`src/rtl/apb_spi_slave_fifo.sv`:
```
// APB-programmable SPI mode-0 slave with parametrised TX/RX FIFOs, sticky
// error flags and a level interrupt. All SPI pins are oversampled in PCLK.

module apb_spi_fifo #(
   parameter int W     = 8,
   parameter int DEPTH = 4
) (
   input  logic                       clk_i,
   input  logic                       rst_i,
   input  logic                       push_i,
   input  logic                       pop_i,
   input  logic [W-1:0]               wdata_i,
   output logic [W-1:0]               rdata_o,
   output logic [$clog2(DEPTH):0]     count_o,
   output logic                       empty_o,
   output logic                       full_o
);
   localparam int AW = $clog2(DEPTH);
   localparam logic [AW:0] FULL_CNT = (AW+1)'(DEPTH);

   logic [W-1:0]  mem_q [DEPTH];
   logic [AW-1:0] wr_ptr_q, rd_ptr_q;
   logic [AW:0]   cnt_q, cnt_d;
   logic          push_ok, pop_ok;

   assign empty_o = (cnt_q == '0);
   assign full_o  = (cnt_q == FULL_CNT);
   assign count_o = cnt_q;
   assign rdata_o = mem_q[rd_ptr_q];

   // A push into a full FIFO is accepted when a pop frees the slot in the same cycle.
   assign pop_ok  = pop_i & ~empty_o;
   assign push_ok = push_i & (~full_o | pop_ok);

   always_comb begin
      cnt_d = cnt_q;
      if (push_ok && !pop_ok)
         cnt_d = cnt_q + (AW+1)'(1);
      else if (!push_ok && pop_ok)
         cnt_d = cnt_q - (AW+1)'(1);
   end

   always_ff @(posedge clk_i or posedge rst_i) begin
      if (rst_i) begin
         wr_ptr_q <= '0;
         rd_ptr_q <= '0;
         cnt_q    <= '0;
      end else begin
         if (push_ok) wr_ptr_q <= wr_ptr_q + AW'(1);
         if (pop_ok)  rd_ptr_q <= rd_ptr_q + AW'(1);
         cnt_q <= cnt_d;
      end
   end

   // NOTE: storage is not reset; validity is tracked by the pointers and count alone.
   always_ff @(posedge clk_i) begin
      if (push_ok) mem_q[wr_ptr_q] <= wdata_i;
   end
endmodule

module apb_spi_slave_fifo #(
   parameter int DATA_W     = 8,
   parameter int FIFO_DEPTH = 4
) (
   input  logic        PCLK,
   input  logic        PRESET,
   input  logic        PSEL,
   input  logic        PENABLE,
   input  logic        PWRITE,
   input  logic [7:0]  PADDR,
   input  logic [31:0] PWDATA,
   output logic [31:0] PRDATA,
   output logic        PREADY,
   output logic        PSLVERR,
   input  logic        SS_n,
   input  logic        SCLK,
   input  logic        MOSI,
   output logic        MISO,
   output logic        IRQ
);
   localparam int CW = $clog2(FIFO_DEPTH) + 1;
   localparam int BW = $clog2(DATA_W);
   localparam logic [BW-1:0] LAST_BIT = BW'(DATA_W - 1);

   typedef enum logic [1:0] {S_IDLE, S_LOAD, S_SHIFT} state_e;

   state_e            state_q, state_d;
   logic [1:0]        ss_sync_q, sclk_sync_q, mosi_sync_q;
   logic              ss_prev_q, sclk_prev_q;
   logic              ss_s, sclk_s, mosi_s, ss_fall, sclk_rise, sclk_fall;
   logic [BW-1:0]     bit_cnt_q;
   logic [DATA_W-1:0] tx_sh_q, rx_sh_q;
   logic              rx_push_q, udr_pend_q;
   logic              en_q;
   logic [3:0]        irq_en_q;
   logic [2:0]        flags_q, flags_d, flags_set, flags_clr;
   logic              load, sample, word_done, tx_shift, frame_err_set;

   logic [DATA_W-1:0] tx_rdata, rx_rdata;
   logic [CW-1:0]     tx_count, rx_count;
   logic              tx_empty, tx_full, rx_empty, rx_full, tx_pop, tx_push, rx_pop;

   logic              access, a_ctrl, a_status, a_rxd, a_txd, a_irqen, mapped;
   logic              apb_err, wr_ok, rd_ok;
   logic [31:0]       status;
   logic              unused_pwdata;

   assign unused_pwdata = ^PWDATA;

   // ---------------- pin synchronisers and edge detection ----------------
   always_ff @(posedge PCLK or posedge PRESET) begin
      if (PRESET) begin
         ss_sync_q   <= 2'b11;
         sclk_sync_q <= 2'b00;
         mosi_sync_q <= 2'b00;
         ss_prev_q   <= 1'b1;
         sclk_prev_q <= 1'b0;
      end else begin
         // NOTE: non-blocking assignments make each stage take the previous stage's old value.
         ss_sync_q   <= {ss_sync_q[0], SS_n};
         sclk_sync_q <= {sclk_sync_q[0], SCLK};
         mosi_sync_q <= {mosi_sync_q[0], MOSI};
         ss_prev_q   <= ss_sync_q[1];
         sclk_prev_q <= sclk_sync_q[1];
      end
   end

   assign ss_s      = ss_sync_q[1];
   assign sclk_s    = sclk_sync_q[1];
   assign mosi_s    = mosi_sync_q[1];
   assign ss_fall   = ss_prev_q & ~ss_s;
   assign sclk_rise = ~sclk_prev_q & sclk_s;
   assign sclk_fall = sclk_prev_q & ~sclk_s;

   // ---------------- engine FSM ----------------
   always_ff @(posedge PCLK or posedge PRESET) begin
      if (PRESET) state_q <= S_IDLE;
      else        state_q <= state_d;
   end

   always_comb begin
      state_d = state_q;
      case (state_q)
         S_IDLE:  if (ss_fall) state_d = S_LOAD;
         S_LOAD:  state_d = S_SHIFT;
         S_SHIFT: begin
            if (sclk_rise && (bit_cnt_q == LAST_BIT))
               state_d = ss_s ? S_IDLE : S_LOAD;
            else if (ss_s)
               state_d = S_IDLE;
         end
         default: state_d = S_IDLE;
      endcase
      if (!en_q) state_d = S_IDLE;
   end

   // NOTE: every signal written here gets a default first, so no latch is inferred.
   always_comb begin
      load          = 1'b0;
      sample        = 1'b0;
      word_done     = 1'b0;
      tx_shift      = 1'b0;
      frame_err_set = 1'b0;
      if (en_q) begin
         case (state_q)
            S_LOAD:  load = 1'b1;
            S_SHIFT: begin
               sample        = sclk_rise;
               word_done     = sclk_rise && (bit_cnt_q == LAST_BIT);
               tx_shift      = sclk_fall && (bit_cnt_q != '0);
               frame_err_set = ss_s && !word_done && ((bit_cnt_q != '0) || sclk_rise);
            end
            default: ;
         endcase
      end
   end

   assign tx_pop = load & ~tx_empty;

   // Underflow is flagged only once an empty-loaded word actually starts shifting, so the
   // speculative reload after a frame's last bit does not raise it when SS_n then rises.
   always_ff @(posedge PCLK or posedge PRESET) begin
      if (PRESET) begin
         tx_sh_q    <= '0;
         rx_sh_q    <= '0;
         bit_cnt_q  <= '0;
         rx_push_q  <= 1'b0;
         udr_pend_q <= 1'b0;
      end else begin
         if (load)
            tx_sh_q <= tx_empty ? '0 : tx_rdata;
         else if (tx_shift)
            tx_sh_q <= {tx_sh_q[DATA_W-2:0], 1'b0};

         if (load)
            bit_cnt_q <= '0;
         else if (sample)
            bit_cnt_q <= word_done ? '0 : bit_cnt_q + BW'(1);

         if (sample) rx_sh_q <= {rx_sh_q[DATA_W-2:0], mosi_s};
         rx_push_q <= word_done;

         if (load)        udr_pend_q <= tx_empty;
         else if (sample) udr_pend_q <= 1'b0;
      end
   end

   assign MISO = en_q & ~ss_s & tx_sh_q[DATA_W-1];

   // ---------------- FIFOs ----------------
   apb_spi_fifo #(.W(DATA_W), .DEPTH(FIFO_DEPTH)) u_tx_fifo (
      .clk_i   (PCLK),
      .rst_i   (PRESET),
      .push_i  (tx_push),
      .pop_i   (tx_pop),
      .wdata_i (PWDATA[DATA_W-1:0]),
      .rdata_o (tx_rdata),
      .count_o (tx_count),
      .empty_o (tx_empty),
      .full_o  (tx_full)
   );

   apb_spi_fifo #(.W(DATA_W), .DEPTH(FIFO_DEPTH)) u_rx_fifo (
      .clk_i   (PCLK),
      .rst_i   (PRESET),
      .push_i  (rx_push_q),
      .pop_i   (rx_pop),
      .wdata_i (rx_sh_q),
      .rdata_o (rx_rdata),
      .count_o (rx_count),
      .empty_o (rx_empty),
      .full_o  (rx_full)
   );

   // ---------------- APB slave ----------------
   assign access   = PSEL & PENABLE;
   assign a_ctrl   = (PADDR == 8'h00);
   assign a_status = (PADDR == 8'h04);
   assign a_rxd    = (PADDR == 8'h08);
   assign a_txd    = (PADDR == 8'h0C);
   assign a_irqen  = (PADDR == 8'h10);
   assign mapped   = a_ctrl | a_status | a_rxd | a_txd | a_irqen;

   always_comb begin
      apb_err = 1'b0;
      if (access) begin
         if (!mapped)                                   apb_err = 1'b1;
         else if (PWRITE && a_rxd)                      apb_err = 1'b1;
         else if (!PWRITE && a_txd)                     apb_err = 1'b1;
         else if (!PWRITE && a_rxd && rx_empty)         apb_err = 1'b1;
         else if (PWRITE && a_txd && tx_full && !tx_pop) apb_err = 1'b1;
      end
   end

   assign wr_ok   = access & PWRITE & ~apb_err;
   assign rd_ok   = access & ~PWRITE & ~apb_err;
   assign rx_pop  = rd_ok & a_rxd;
   assign tx_push = wr_ok & a_txd;
   assign PSLVERR = apb_err;
   assign PREADY  = 1'b1;

   always_comb begin
      status        = '0;
      status[0]     = rx_empty;
      status[1]     = rx_full;
      status[2]     = tx_empty;
      status[3]     = tx_full;
      status[4]     = (state_q != S_IDLE);
      status[7:5]   = flags_q;
      status[12:8]  = 5'(rx_count);
      status[20:16] = 5'(tx_count);
   end

   always_comb begin
      PRDATA = '0;
      if (rd_ok) begin
         if (a_ctrl)        PRDATA = {31'b0, en_q};
         else if (a_status) PRDATA = status;
         else if (a_rxd)    PRDATA = 32'(rx_rdata);
         else if (a_irqen)  PRDATA = {28'b0, irq_en_q};
      end
   end

   // Flag order {FRAME_ERR, TX_UDR, RX_OVR}; a set event beats a coincident W1C.
   assign flags_set = {frame_err_set, udr_pend_q & sample, rx_push_q & rx_full & ~rx_pop};
   assign flags_clr = (wr_ok && a_status) ? PWDATA[7:5] : 3'b000;
   assign flags_d   = (flags_q & ~flags_clr) | flags_set;

   always_ff @(posedge PCLK or posedge PRESET) begin
      if (PRESET) begin
         en_q     <= 1'b0;
         irq_en_q <= '0;
         flags_q  <= '0;
      end else begin
         if (wr_ok && a_ctrl)  en_q     <= PWDATA[0];
         if (wr_ok && a_irqen) irq_en_q <= PWDATA[3:0];
         flags_q <= flags_d;
      end
   end

   assign IRQ = (irq_en_q[0] & ~rx_empty) | (|(irq_en_q[3:1] & flags_q));
endmodule

```
`config.mk`:
```
export PLATFORM = sky130hd
export DESIGN_NAME = apb_spi_slave_fifo
export DESIGN_NICKNAME = d
export VERILOG_FILES = /design/src/rtl/apb_spi_slave_fifo.sv
export SDC_FILE = /design/constraint.sdc
export NUM_CORES = 1
export LEC_CHECK = 0
export ABC_AREA = 1
export CAP_MARGIN = 10
export CELL_PAD_IN_SITES_DETAIL_PLACEMENT = 0
export CELL_PAD_IN_SITES_GLOBAL_PLACEMENT = 1
export CORE_MARGIN = 3
export CORE_UTILIZATION = 35
export CTS_BUF_LIST = sky130_fd_sc_hd__clkbuf_8 sky130_fd_sc_hd__clkbuf_16
export CTS_CLUSTER_SIZE = 16
export DETAILED_ROUTE_END_ITERATION = 10
export PLACE_DENSITY_LB_ADDON = 0.1
export SYNTH_ARGS = -nofsm -noshare
export SYNTH_HDL_FRONTEND = slang
export SYNTH_SLANG_ARGS = --single-unit
```
`constraint.sdc`:
```
create_clock -name PCLK -period 2.3 [get_ports PCLK]
set_input_delay 0.575 -clock PCLK [delete_from_list [all_inputs] [get_ports PCLK]]
set_output_delay 0.575 -clock PCLK [all_outputs]
set_load 0.01 [all_outputs]
```
=== After elaboration in Yosys (flattened, before gate mapping) ===
Memory sizes are Yosys's and may differ from the RTL's.
Index checks and enable logic that the tools add are counted.

* Register bits: 53
* Bits in writable memories: 64
* Output and inout port bits: 36
* Memories kept: 2

* Add/sub/neg operators: 9
* Equality and inequality tests: 11
* Mux-type cells: 44
* Bitwise operators: 42
* Reduce and logical (&&, ||, !) cells: 38

{| class="wikitable"
|+ Memory list
! memory !! depth !! bits a word !! read ports !! clocked after Yosys merged registers in !! wr ports !! line !! text
|-
| u_rx_fifo.mem_q || 4 || 8 || 1 || 0 || 1 || 21 || <nowiki>logic [W-1:0] mem_q [DEPTH];</nowiki>
|-
| u_tx_fifo.mem_q || 4 || 8 || 1 || 0 || 1 || 21 ||
|}

{| class="wikitable"
|+ Operator list
! cell !! count
|-
| $mux W19 || 3
|-
| $mux W8 || 4
|-
| $mux W3 || 8
|-
| $mux W1 || 23
|-
| $and A1 B1 Y1 || 21
|-
| $logic_and A1 B1 Y1 || 18
|-
| $eq A8 B4 Y1 const B || 2
|-
| $not A1 Y1 || 10
|-
| $reduce_bool A2 Y1 || 5
|-
| $add A3 B1 Y3 const B || 3
|-
| $eq A3 B3 Y1 const B || 3
|-
| $add A2 B1 Y2 const B || 4
|-
| $eq A8 B3 Y1 const B || 1
|-
| $eq A8 B5 Y1 const B || 1
|-
| $logic_not A8 Y1 || 1
|-
| $mux W2 || 4
|-
| $logic_not A1 Y1 || 7
|-
| $or A1 B1 Y1 || 7
|-
| $and A3 B3 Y3 || 2
|-
| $logic_not A3 Y1 || 2
|-
| $pmux W2 S3 || 1
|-
| $sub A3 B1 Y3 const B || 2
|-
| $mux W4 || 1
|-
| $ne A4 B4 Y1 const B || 1
|-
| other kinds (10) || 10
|}

=== Longest topological paths before layout ===
Gate-level depths: netlist of run 1.

* Depth in word-level cells: 22
* Mapped depth: 17
* Gate-level depth less buffers: 17

=== Modules after synthesis ===
From an unflattened synthesis of run 1, not the netlist that was laid out.

* Cells, all modules: 597
* Area, all modules: 5,705.5 um2

{| class="wikitable"
|+ By module, submodules not included
! module !! instances !! cells an instance !! area each (um2)
|-
| apb_spi_slave_fifo || 1 || 301 || 2,301.0
|-
| apb_spi_fifo at u_rx_fifo || 1 || 148 || 1,707.9
|-
| apb_spi_fifo at u_tx_fifo || 1 || 148 || 1,696.6
|}

=== Worst setup path before layout of run 1 ===
OpenSTA, ideal clock, no wires.

* Path kind: input to register
* Start: input PADDR[5]
* End: register u_rx_fifo.cnt_q[2] (netlist: u_rx_fifo.count_o[2])
* Arrival: 2,447 ps
* Data required time: 2,169 ps
* Path slack: -278 ps
* Stages: 15
* Buffers on the path: 0
* Cell sequence: nor2_1 > nand2_1 > inv_1 > nand2_1 > inv_1 > nand4_4 > nand2_1 > nand2_2 > inv_1 > ha_1 > inv_1 > fa_1 > a21oi_1 > o21ai_0 > xor2_1

* Longest elaborated chain between the ends: 19
* Elaborated cells on any way between the ends: 34

{| class="wikitable"
|+ Ends and longest elaborated chain
! what !! line !! text
|-
| start, declared || 70 || <nowiki>input logic [7:0] PADDR,</nowiki>
|-
| $eq A8 B4 Y1 || 240 || <nowiki>assign a_txd = (PADDR == 8'h0C);</nowiki>
|-
| $logic_and A1 B1 Y1 (3 in series) || 251 || <nowiki>else if (PWRITE && a_txd && tx_full && !tx_pop) apb_err = 1'b1;</nowiki>
|-
| $mux W1 || 251 ||
|-
| $mux W1 || 250 || <nowiki>else if (!PWRITE && a_rxd && rx_empty) apb_err = 1'b1;</nowiki>
|-
| $mux W1 || 249 || <nowiki>else if (!PWRITE && a_txd) apb_err = 1'b1;</nowiki>
|-
| $mux W1 || 248 || <nowiki>else if (PWRITE && a_rxd) apb_err = 1'b1;</nowiki>
|-
| $mux W1 || 247 || <nowiki>if (!mapped) apb_err = 1'b1;</nowiki>
|-
| $mux W1 || 246 || <nowiki>if (access) begin</nowiki>
|-
| [... 2 more ...] || -- ||
|-
| $and A1 B1 Y1 (*) || 257 || <nowiki>assign rx_pop = rd_ok & a_rxd;</nowiki>
|-
| $and A1 B1 Y1 (*) || 32 || <nowiki>assign pop_ok = pop_i & ~empty_o;</nowiki>
|-
| $or A1 B1 Y1 (*) || 33 || <nowiki>assign push_ok = push_i & (~full_o | pop_ok);</nowiki>
|-
| $and A1 B1 Y1 (*) || 33 ||
|-
| net u_rx_fifo.push_ok || 24 || <nowiki>logic push_ok, pop_ok;</nowiki>
|-
| $logic_not A1 Y1 || 39 || <nowiki>else if (!push_ok && pop_ok)</nowiki>
|-
| $logic_and A1 B1 Y1 || 39 ||
|-
| $reduce_bool A2 Y1 (no source line) || -- ||
|-
| end signal, assigned || 51 || <nowiki>cnt_q <= cnt_d;</nowiki>
|-
| end, declared || 23 || <nowiki>logic [AW:0] cnt_q, cnt_d;</nowiki>
|}

The timed path passes the listed nets; every way through them passes the cells marked *.
A chain may end at the register's enable or synchronous reset.

=== Worst setup path after layout of run 1 ===
* Start: register u_tx_fifo.cnt_q[0] (netlist: u_tx_fifo.count_o[0])
* End: output PSLVERR

* Longest elaborated chain between the ends: 11
* Elaborated cells on any way between the ends: 13

{| class="wikitable"
|+ Ends and longest elaborated chain
! what !! line !! text
|-
| start, declared || 23 ||
|-
| start signal, assigned || 51 ||
|-
| $logic_not A3 Y1 || 26 || <nowiki>assign empty_o = (cnt_q == '0);</nowiki>
|-
| $not A1 Y1 || 178 || <nowiki>assign tx_pop = load & ~tx_empty;</nowiki>
|-
| $and A1 B1 Y1 || 178 ||
|-
| $logic_not A1 Y1 || 251 ||
|-
| $logic_and A1 B1 Y1 (*) || 251 ||
|-
| $mux W1 (*) || 251 ||
|-
| $mux W1 (*) || 250 ||
|-
| $mux W1 (*) || 249 ||
|-
| $mux W1 (*) || 248 ||
|-
| $mux W1 (*) || 247 ||
|-
| $mux W1 (*) || 246 ||
|-
| end, declared || 74 || <nowiki>output logic PSLVERR,</nowiki>
|}

Every way passes the cells marked *; elsewhere a longest branch is shown, timed or not.

==> results by group, run 1 <==
Timing
  • Final Hold Viols: 0
  • Tightest Pin Transition: 0.506 ns
  • Setup ws final: -0.222 ns
  • Setup Skew: about 0.009 ns
  • Final Setup Violations: 18
  • Final Critical Period: 2.52 ns
  • Fin crit share: 110%
  • Final slew viol count: 0
  • Max_slew headroom: about 66%
  • RSZ-0062 raised after global routing: true
  • Fmax: 397 MHz

Yosys
  • Cells after synthesis: 548
  • Post-synth ARST share: 45.3%
  • Post-synth cell types: 42
  • Synth area leader: edfxtp_1
  • Commonest cells in the netlist: 104 x nand2_1, 70 x nor2_1, 64 x edfxtp_1
  • Most common cell in the synthesized netlist: nand2_1
  • Mux cell area share after synthesis: less than 1%
  • Primary FF master, synth: edfxtp_1
  • FF+latch count, synth: 117
  • Top cell type's share of synthesized area: 35.1%
  • Syn. warnings: 0
  • Synthesized-area fraction occupied by adder cells: 3.71%
  • Area fraction in compound gates after synthesis: 8.58%
  • Cells taking the most area after synthesis: edfxtp_1 35%, dfrtp_1 23%, nand2_1 7.1%
  • Post-Syn Area: 5470 µm²
  • Simple-gate share of the synthesized area: 18.5%
  • Post-Synth XOR/XNOR Area: under 10%
  • Largest family of logic cells by synthesized area: simple AND/OR/NAND/NOR gates
  • Post-synth EDFFs: 64
  • Avg Cell Area, Syn: about 10 µm²
  • Seq/Total Area, Yosys: 59.5%

Routing
  • Initial DRC Count: 158
  • Post-DRT Antenna Nets: 0
  • Wire per inst: 14.6 µm
  • Met1 wire length: around 5.6 mm
  • TritonRoute pass-1 iters: 4
  • Top Metal Used: met4
  • DR WL met2: 6.96 mm
  • Met3 WL: 415 µm
  • Drt via density: roughly 4.5
  • Final WL: between 10 and 15 mm
  • DR vias: 4068
  • # DRC: 0

Die
  • Die Footprint: 17200 µm²
  • Chip height: 131 µm
  • Initial Util: 35.8%
  • Core area: 15300 µm²
  • Row cnt: 45
  • I/O pin cnt: 84
  • Width of the die: 131 µm

Critical path
  • CP Class: flip-flop to output pin
  • Max stage delay on crit path: a little over 0.4 ns
  • CP Data Required Time: 1.73 ns
  • CP max stage cell: dfrtp_1
  • Startpoint types: flip-flop
  • Setup crit end kind: output pin
  • Critical path data arrival time: 1.95 ns
  • Worst-path maximum fanout: 2
  • CP Cell Sequence: nor3_4 -> nand2_4 -> nand2_4 -> a21oi_4 -> buf_4 -> buf_6 -> or2_4 -> inv_2 -> buf_6

Power
  • Sw Pwr: 1.03 mW
  • Sequential share of power: 43.4%
  • Max VDD drop: 532 µV
  • Internal power: 4.08 mW
  • Power Dens Cells: about 670 nW/µm²
  • Pleak: 3.41 nW
  • Clock Power Share: 53.3%
  • Comb pwr share: 3.2%
  • Sw frac: 20.1%

Layout
  • ANT cells: 0
  • Area of the multi-input gates: approximately 2100 µm²
  • Layout cell share with drive strength beyond 1: between 30% and 40%
  • Syn-to-layout area delta: 39.7%
  • Register area: ~3300 µm²
  • Final Non-Filler Cells: 903
  • Fill cells: 1409
  • Final Net Count: 742

Clocking
  • Inserted Clock Buffers: 17
  • Longest Clk Path Bufs: 2
  • Cts-stage hold buffer count: 0
  • Clock sinks: 117
  • Reg clk slew, reported paths: 0.05 ns
  • H-Tree Depth: 4
  • CTS root buf: clkbuf_16
  • Worst-Skew Late Latency: between 0.4 and 0.5 ns
  • TritonCTS clock tree: built

Placement
  • Hpwl dp: approximately 9.7 mm
  • Place WS: -1.11 ns
  • IO Port Bufs: 40
  • Placed cell count: between 800 and 900
  • GP Congestion: 0.803

Global routing
  • Grt ovf: 0
  • Vias in the first global route: 4067
  • Pin count of the biggest net entering global routing: 20
  • GRT Overall Usage: 16.5%
  • Initial antenna violation count: 0
  • First-pass GRT wire length: 21.1 mm

Min path
  • Min-delay worst type: flip-flop to flip-flop

Status
  • Run status: complete, but fails checks
  • Failing checks: setup timing

Run
  • Max Cap Viol: 0
==> worst max-delay path, delay by kind of cell (launching register included) <==
family / cells / cell delay, ns
AND/OR/NAND/NOR: 4 / 0.68
flip-flops: 1 / 0.41
buffers and inverters: 4 / 0.38
AO/OA/AOI/OAI: 1 / 0.06
==> cells in the final DEF, fill, tap and decap left out, types with 5 or more instances in the layout <==
cell	instances
buf_6	16
clkbuf_16	17
nand3_1	13
xor2_1	5
nand2_4	9
clkinvlp_4	5
buf_4	76
nand2_2	11
dfrtp_1	49
o21ai_1	6
nor2_1	58
clkdlybuf4s50_1	12
ha_1	11
nor2_4	11
conb_1	19
a31oi_1	6
edfxtp_1	64
o21ai_0	34
inv_2	16
nand2_1	91
inv_1	43
o22ai_1	15
buf_2	15
nand4_1	8
==> layout make-up <==
type / instances / area share [%]
well taps: 211 / 3.46
inverters: 66 / 3.70
repair buffers: 128 / 14.1
multi-input cells: 349 / 28.1
clock buffers: 17 / 5.57
flip-flops and latches: 117 / 42.6
clock inverters: 15 / 2.47
==> path summary, 6_finish.rpt <==
path                                             startpoint                                 to  slack, ns  cells past startpoint
min in group asynchronous                            PRESET           bit_cnt_q[0]$_DFFE_PP0P_       0.51                      2
setup reg to reg           u_tx_fifo.count_o[0]$_DFFE_PP0P_   u_rx_fifo.count_o[1]$_DFFE_PP0P_      -0.11                     14
max in group asynchronous                            PRESET  u_rx_fifo.rd_ptr_q[0]$_DFFE_PP0P_       1.30                      3
setup / recovery           u_tx_fifo.count_o[0]$_DFFE_PP0P_                            PSLVERR      -0.22                      9
hold / removal                     sclk_sync_q[0]$_DFF_PP0_           sclk_sync_q[1]$_DFF_PP0_       0.35                      0
hold reg to reg                    sclk_sync_q[0]$_DFF_PP0_           sclk_sync_q[1]$_DFF_PP0_       0.35                      0
==> cell families (layout without fill, tap and decap cells) <==
logic type | count (synthesis) | count (layout)
buffers and inverters | 99 | 226
AND/OR/NAND/NOR | 226 | 226
adder cells (fa/ha/maj) | 15 | 15
flip-flops | 117 | 117
other | 2 | 19
AO/OA/AOI/OAI | 81 | 81
multiplexers | 1 | 1
XOR/XNOR | 7 | 7
==> layer usage <==
layer  vias up  track usage, %
met3        16            4.23
met4         0            5.93
met1      1952            19.5
li1       2041               -
met5         -               0
met2        59            28.9
==> what timing repair did <==
action / 4_1_cts / 5_1_grt
cloned: 0 / 0
hold endpoints to repair: 0 / 0
setup endpoints to repair: 86 / 19
pin swaps: 21 / 24
setup buffers: 13 / 9
resized for setup: 140 / 56
==> sequential cells by signal, indices dropped and copies added, names as in the netlist <==
name / cells
sclk_prev_q: 1
u_tx_fifo.wr_ptr_q: 2
u_rx_fifo.mem_q: 32
en_q: 1
flags_q: 3
u_tx_fifo.mem_q: 32
ss_sync_q: 2
ss_prev_q: 1
u_tx_fifo.count_o: 3
sclk_sync_q: 2
u_rx_fifo.rd_ptr_q: 2
u_rx_fifo.wr_ptr_q: 2
bit_cnt_q: 3
rx_sh_q: 8
mosi_sync_q: 2
udr_pend_q: 1
u_tx_fifo.rd_ptr_q: 2
u_rx_fifo.count_o: 3
state_q: 2
tx_sh_q: 8
rx_push_q: 1
irq_en_q: 4
==> power groups by stage <==
stage | Combinational (mW) | Clock [mW] | Sequential, mW
floorplan | 0.0837 | 0 | 2.26
global placement | 0.153 | 0 | 2.26
detailed placement | 0.155 | 0 | 2.26
CTS | 0.156 | 2.79 | 2.22
global route | 0.183 | 2.89 | 2.22
finish | 0.165 | 2.72 | 2.22
==> metrics by stage <==
step	setup TNS (ns)	utilization [%]	power, mW	area, µm²	hold WS [ns]
floorplan	-0.362	-	2.34	5650	0.331
global placement	-56.78	43.6	2.41	6650	0.335
detailed placement	-62.06	43.6	2.41	6650	0.338
CTS	-2.65	48.4	5.16	7390	0.352
global route	-3.46	50.0	5.29	7640	0.349
finish	-1.86	50.0	5.11	7640	0.349
Note: power is estimated with default switching activity, not from simulation.
==> run 2: changes to the inputs <==
--- a/config.mk
+++ b/config.mk
@@ -17,4 +17,5 @@
 export PLACE_DENSITY_LB_ADDON = 0.1
 export SYNTH_ARGS = -nofsm -noshare
 export SYNTH_HDL_FRONTEND = slang
+export SYNTH_HIERARCHICAL = 1
 export SYNTH_SLANG_ARGS = --single-unit
==> results by group, run 2 <==
Status
  • Run status: complete, but fails checks
  • Failing checks: setup timing

Global routing
  • First-pass GRT wire length: roughly 23 mm
  • GRT Overall Usage: 16.3%
  • Grt ovf: 0
  • Pin count of the biggest net entering global routing: 20
  • Vias in the first global route: 4301
  • Initial antenna violation count: 0

Yosys
  • Post-synth EDFFs: 64
  • Synth area leader: edfxtp_1
  • Primary FF master, synth: edfxtp_1
  • Top cell type's share of synthesized area: 33.7%
  • Post-synth cell types: 38
  • Most common cell in the synthesized netlist: nand2_1
  • Syn. warnings: 6
  • Seq/Total Area, Yosys: between 50% and 60%
  • Commonest cells in the netlist: 130 x nand2_1, 84 x nor2_1, 64 x edfxtp_1
  • Cells taking the most area after synthesis: edfxtp_1 34%, dfrtp_1 22%, nand2_1 8.6%
  • FF+latch count, synth: roughly 120
  • Post-Syn Area: 5710 µm²
  • Cells after synthesis: 597
  • Avg Cell Area, Syn: 9.56 µm²
  • Post-synth ARST share: 45.3%

Die
  • Chip height: 134 µm
  • Row cnt: 46
  • I/O pin cnt: 84
  • Width of the die: between 100 and 150 µm
  • Initial Util: 35.8%
  • Die Footprint: 17900 µm²
  • Core area: approximately 16000 µm²

Clocking
  • H-Tree Depth: 4
  • Cts-stage hold buffer count: 0
  • Worst-Skew Late Latency: 0.41 ns
  • CTS root buf: clkbuf_16
  • Inserted Clock Buffers: 17
  • Clock sinks: 117
  • Reg clk slew, reported paths: 0.05 ns
  • TritonCTS clock tree: built
  • Longest Clk Path Bufs: 2

Power
  • Pleak: around 3.4 nW
  • Internal power: ~3.8 mW
  • Sw frac: 21.1%
  • Sequential share of power: 45.5%
  • Max VDD drop: 505 µV
  • Comb pwr share: 3.0%
  • Sw Pwr: around 1 mW
  • Power Dens Cells: 626 nW/µm²
  • Clock Power Share: 51.4%

Timing
  • Fmax: 393 MHz
  • RSZ-0062 raised after global routing: true
  • Final Hold Viols: 0
  • Final slew viol count: 0
  • Fin crit share: 111%
  • Final Setup Violations: 19
  • Setup ws final: -0.247 ns
  • Final hold slack: 0.347 ns
  • Final Critical Period: about 2.5 ns
  • Setup Skew: 0.00622 ns
  • Setup TNS Final: -3.48 ns

Critical path
  • Setup crit end kind: output pin
  • Critical path data arrival time: 1.97 ns
  • Worst-path maximum fanout: 6
  • Critical path's most frequent cell: nand2_2
  • CP Class: input pin to output pin
  • Max stage delay on crit path: between 0.2 and 0.3 ns
  • Startpoint types: input pin
  • CP Data Required Time: 1.73 ns
  • CP Cell Sequence: dlygate4sd2_1 -> inv_2 -> nand2_2 -> nor2_4 -> nand2_1 -> nand2_2 -> nand2_4 -> nor2_8 -> nand3_4 -> buf_12 -> a21oi_2 -> buf_2
  • CP max stage cell: dlygate4sd2_1
  • Worst path depth: 12
  • WP buf/inv: 4
  • Cell count of the worst reg-to-reg path: 20
  • Crit path max-delay family: simple AND/OR/NAND/NOR gates

Layout
  • Layout cell share with drive strength beyond 1: 31.5%
  • Register area: around 3300 µm²
  • ANT cells: 0
  • Largest regs: u_rx_fifo/mem_q: 32 flops, u_tx_fifo/mem_q: 32 flops
  • Final core occ: 48.9%
  • Fill cells: between 1500 and 2000
  • Final Net Count: 802
  • Syn-to-layout area delta: 36.6%
  • Fin area: 7790 µm²
  • Commonest cells after routing, fill and taps aside: 121 x nand2_1, 80 x buf_4, 65 x nor2_1, 64 x edfxtp_1, 50 x dfrtp_1
  • Final Non-Filler Cells: 968
  • Area of the multi-input gates: 2230 µm²
  • Commonest non-fill, non-tap cell in the layout: nand2_1

Placement
  • Hpwl dp: 9.91 mm
  • GP Congestion: slightly below 0.8
  • Placed cell count: 913
  • IO Port Bufs: 40
  • Area after DPL: 6840 µm²

Routing
  • # DRC: 0
  • Final WL: 13.6 mm
  • Drt via density: around 4.5
  • Post-DRT Antenna Nets: 0
  • TritonRoute pass-1 iters: 4
  • Initial DRC Count: roughly 290
  • DR vias: 4321
  • Wire per inst: around 14 µm

Run
  • Max Cap Viol: 0

Min path
  • Hold depth: 0
  • Min-delay worst type: flip-flop to flip-flop
==> run 2: cell count changes after synthesis, sizes merged, moves of 6 or more <==
cell    before  now
a21oi        7   13
a31oi        6    0
clkbuf       9    2
nand2      112  140
nand3       18   26
nor2        73   96
nor3        10    3
o21ai       43   66
o22ai       16    2
==> run 2: cells by family after synthesis <==
logic type	after synthesis	synth area share (%)
adder cells (fa/ha/maj)	15	3.55
flip-flops	117	57.0
AO/OA/AOI/OAI	83	7.81
AND/OR/NAND/NOR	277	21.8
other	2	0.132
buffers and inverters	101	9.36
XOR/XNOR	2	0.307
==> run 2: power by group through the flow <==
stage / logic, mW / clock network [mW] / registers [mW]
floorplan: 0.0785 / 0 / 2.26
global placement: 0.142 / 0 / 2.26
detailed placement: 0.143 / 0 / 2.26
CTS: 0.149 / 2.56 / 2.22
global route: 0.164 / 2.67 / 2.22
finish: 0.148 / 2.51 / 2.22
==> run 2: worst reg2reg max path, stage by stage (launching register included) <==
cell	delay, ns
dfrtp_1	0.42
nor2_2	0.15
nand2_2	0.08
inv_2	0.06
inv_2	0.03
nand2_2	0.07
nand2_2	0.06
a21oi_4	0.19
nor2_8	0.08
buf_6	0.13
nand3_4	0.07
inv_4	0.05
inv_2	0.06
nand3_4	0.07
nand2_4	0.07
inv_2	0.04
ha_4	0.15
inv_2	0.06
fa_2	0.43
nand2_1	0.08
nand2_1	0.05
==> run 2: what timing repair did <==
action / 4_1_cts / 5_1_grt
gates resized for setup: 135 / 24
pin swaps: 26 / 13
buffers inserted: 16 / 9
endpoints found under the setup margin: 85 / 84
==> run 2: stage by stage <==
stage | total power [mW] | setup slack [ns]
final | 4.87 | -0.247
after floorplan | 2.34 | -0.184
after detailed placement | 2.40 | -0.893
after global placement | 2.40 | -0.878
after global routing | 5.05 | -0.386
after CTS | 4.93 | -0.276
==> run 2: area by class of cell <==
class | count | area share, %
repair buffers | 137 | 15.4
flip-flops and latches | 117 | 41.7
inverters | 70 | 3.56
clock buffers | 17 | 5.46
multi-input cells | 396 | 28.6
well taps | 216 | 3.47
clock inverters | 15 | 1.78
==> run 2: final timing paths <==
| path | start | to | slack [ns] |
|---|---|---|---|
| worst max-delay path | PADDR[2] | PRDATA[5] | -0.25 |
| worst min-delay path | sclk_sync_q[0]$_DFF_PP0_ | sclk_sync_q[1]$_DFF_PP0_ | 0.35 |
| worst max register to register | u_tx_fifo/count_o[0]$_DFFE_PP0P_ | u_rx_fifo/count_o[1]$_DFFE_PP0P_ | -0.20 |
| worst min register to register | sclk_sync_q[0]$_DFF_PP0_ | sclk_sync_q[1]$_DFF_PP0_ | 0.35 |
| max in group asynchronous | PRESET | rx_sh_q[1]$_DFFE_PP0P_ | 1.15 |
| min in group asynchronous | PRESET | u_tx_fifo/wr_ptr_q[1]$_DFFE_PP0P_ | 0.55 |
==> run 2: routing by layer <==
metal	global-route usage (%)	share of wire [%]
met1	23.0	49
met2	24.6	47
met3	3.93	3.3
met4	5.71	1.6
met5	0	0
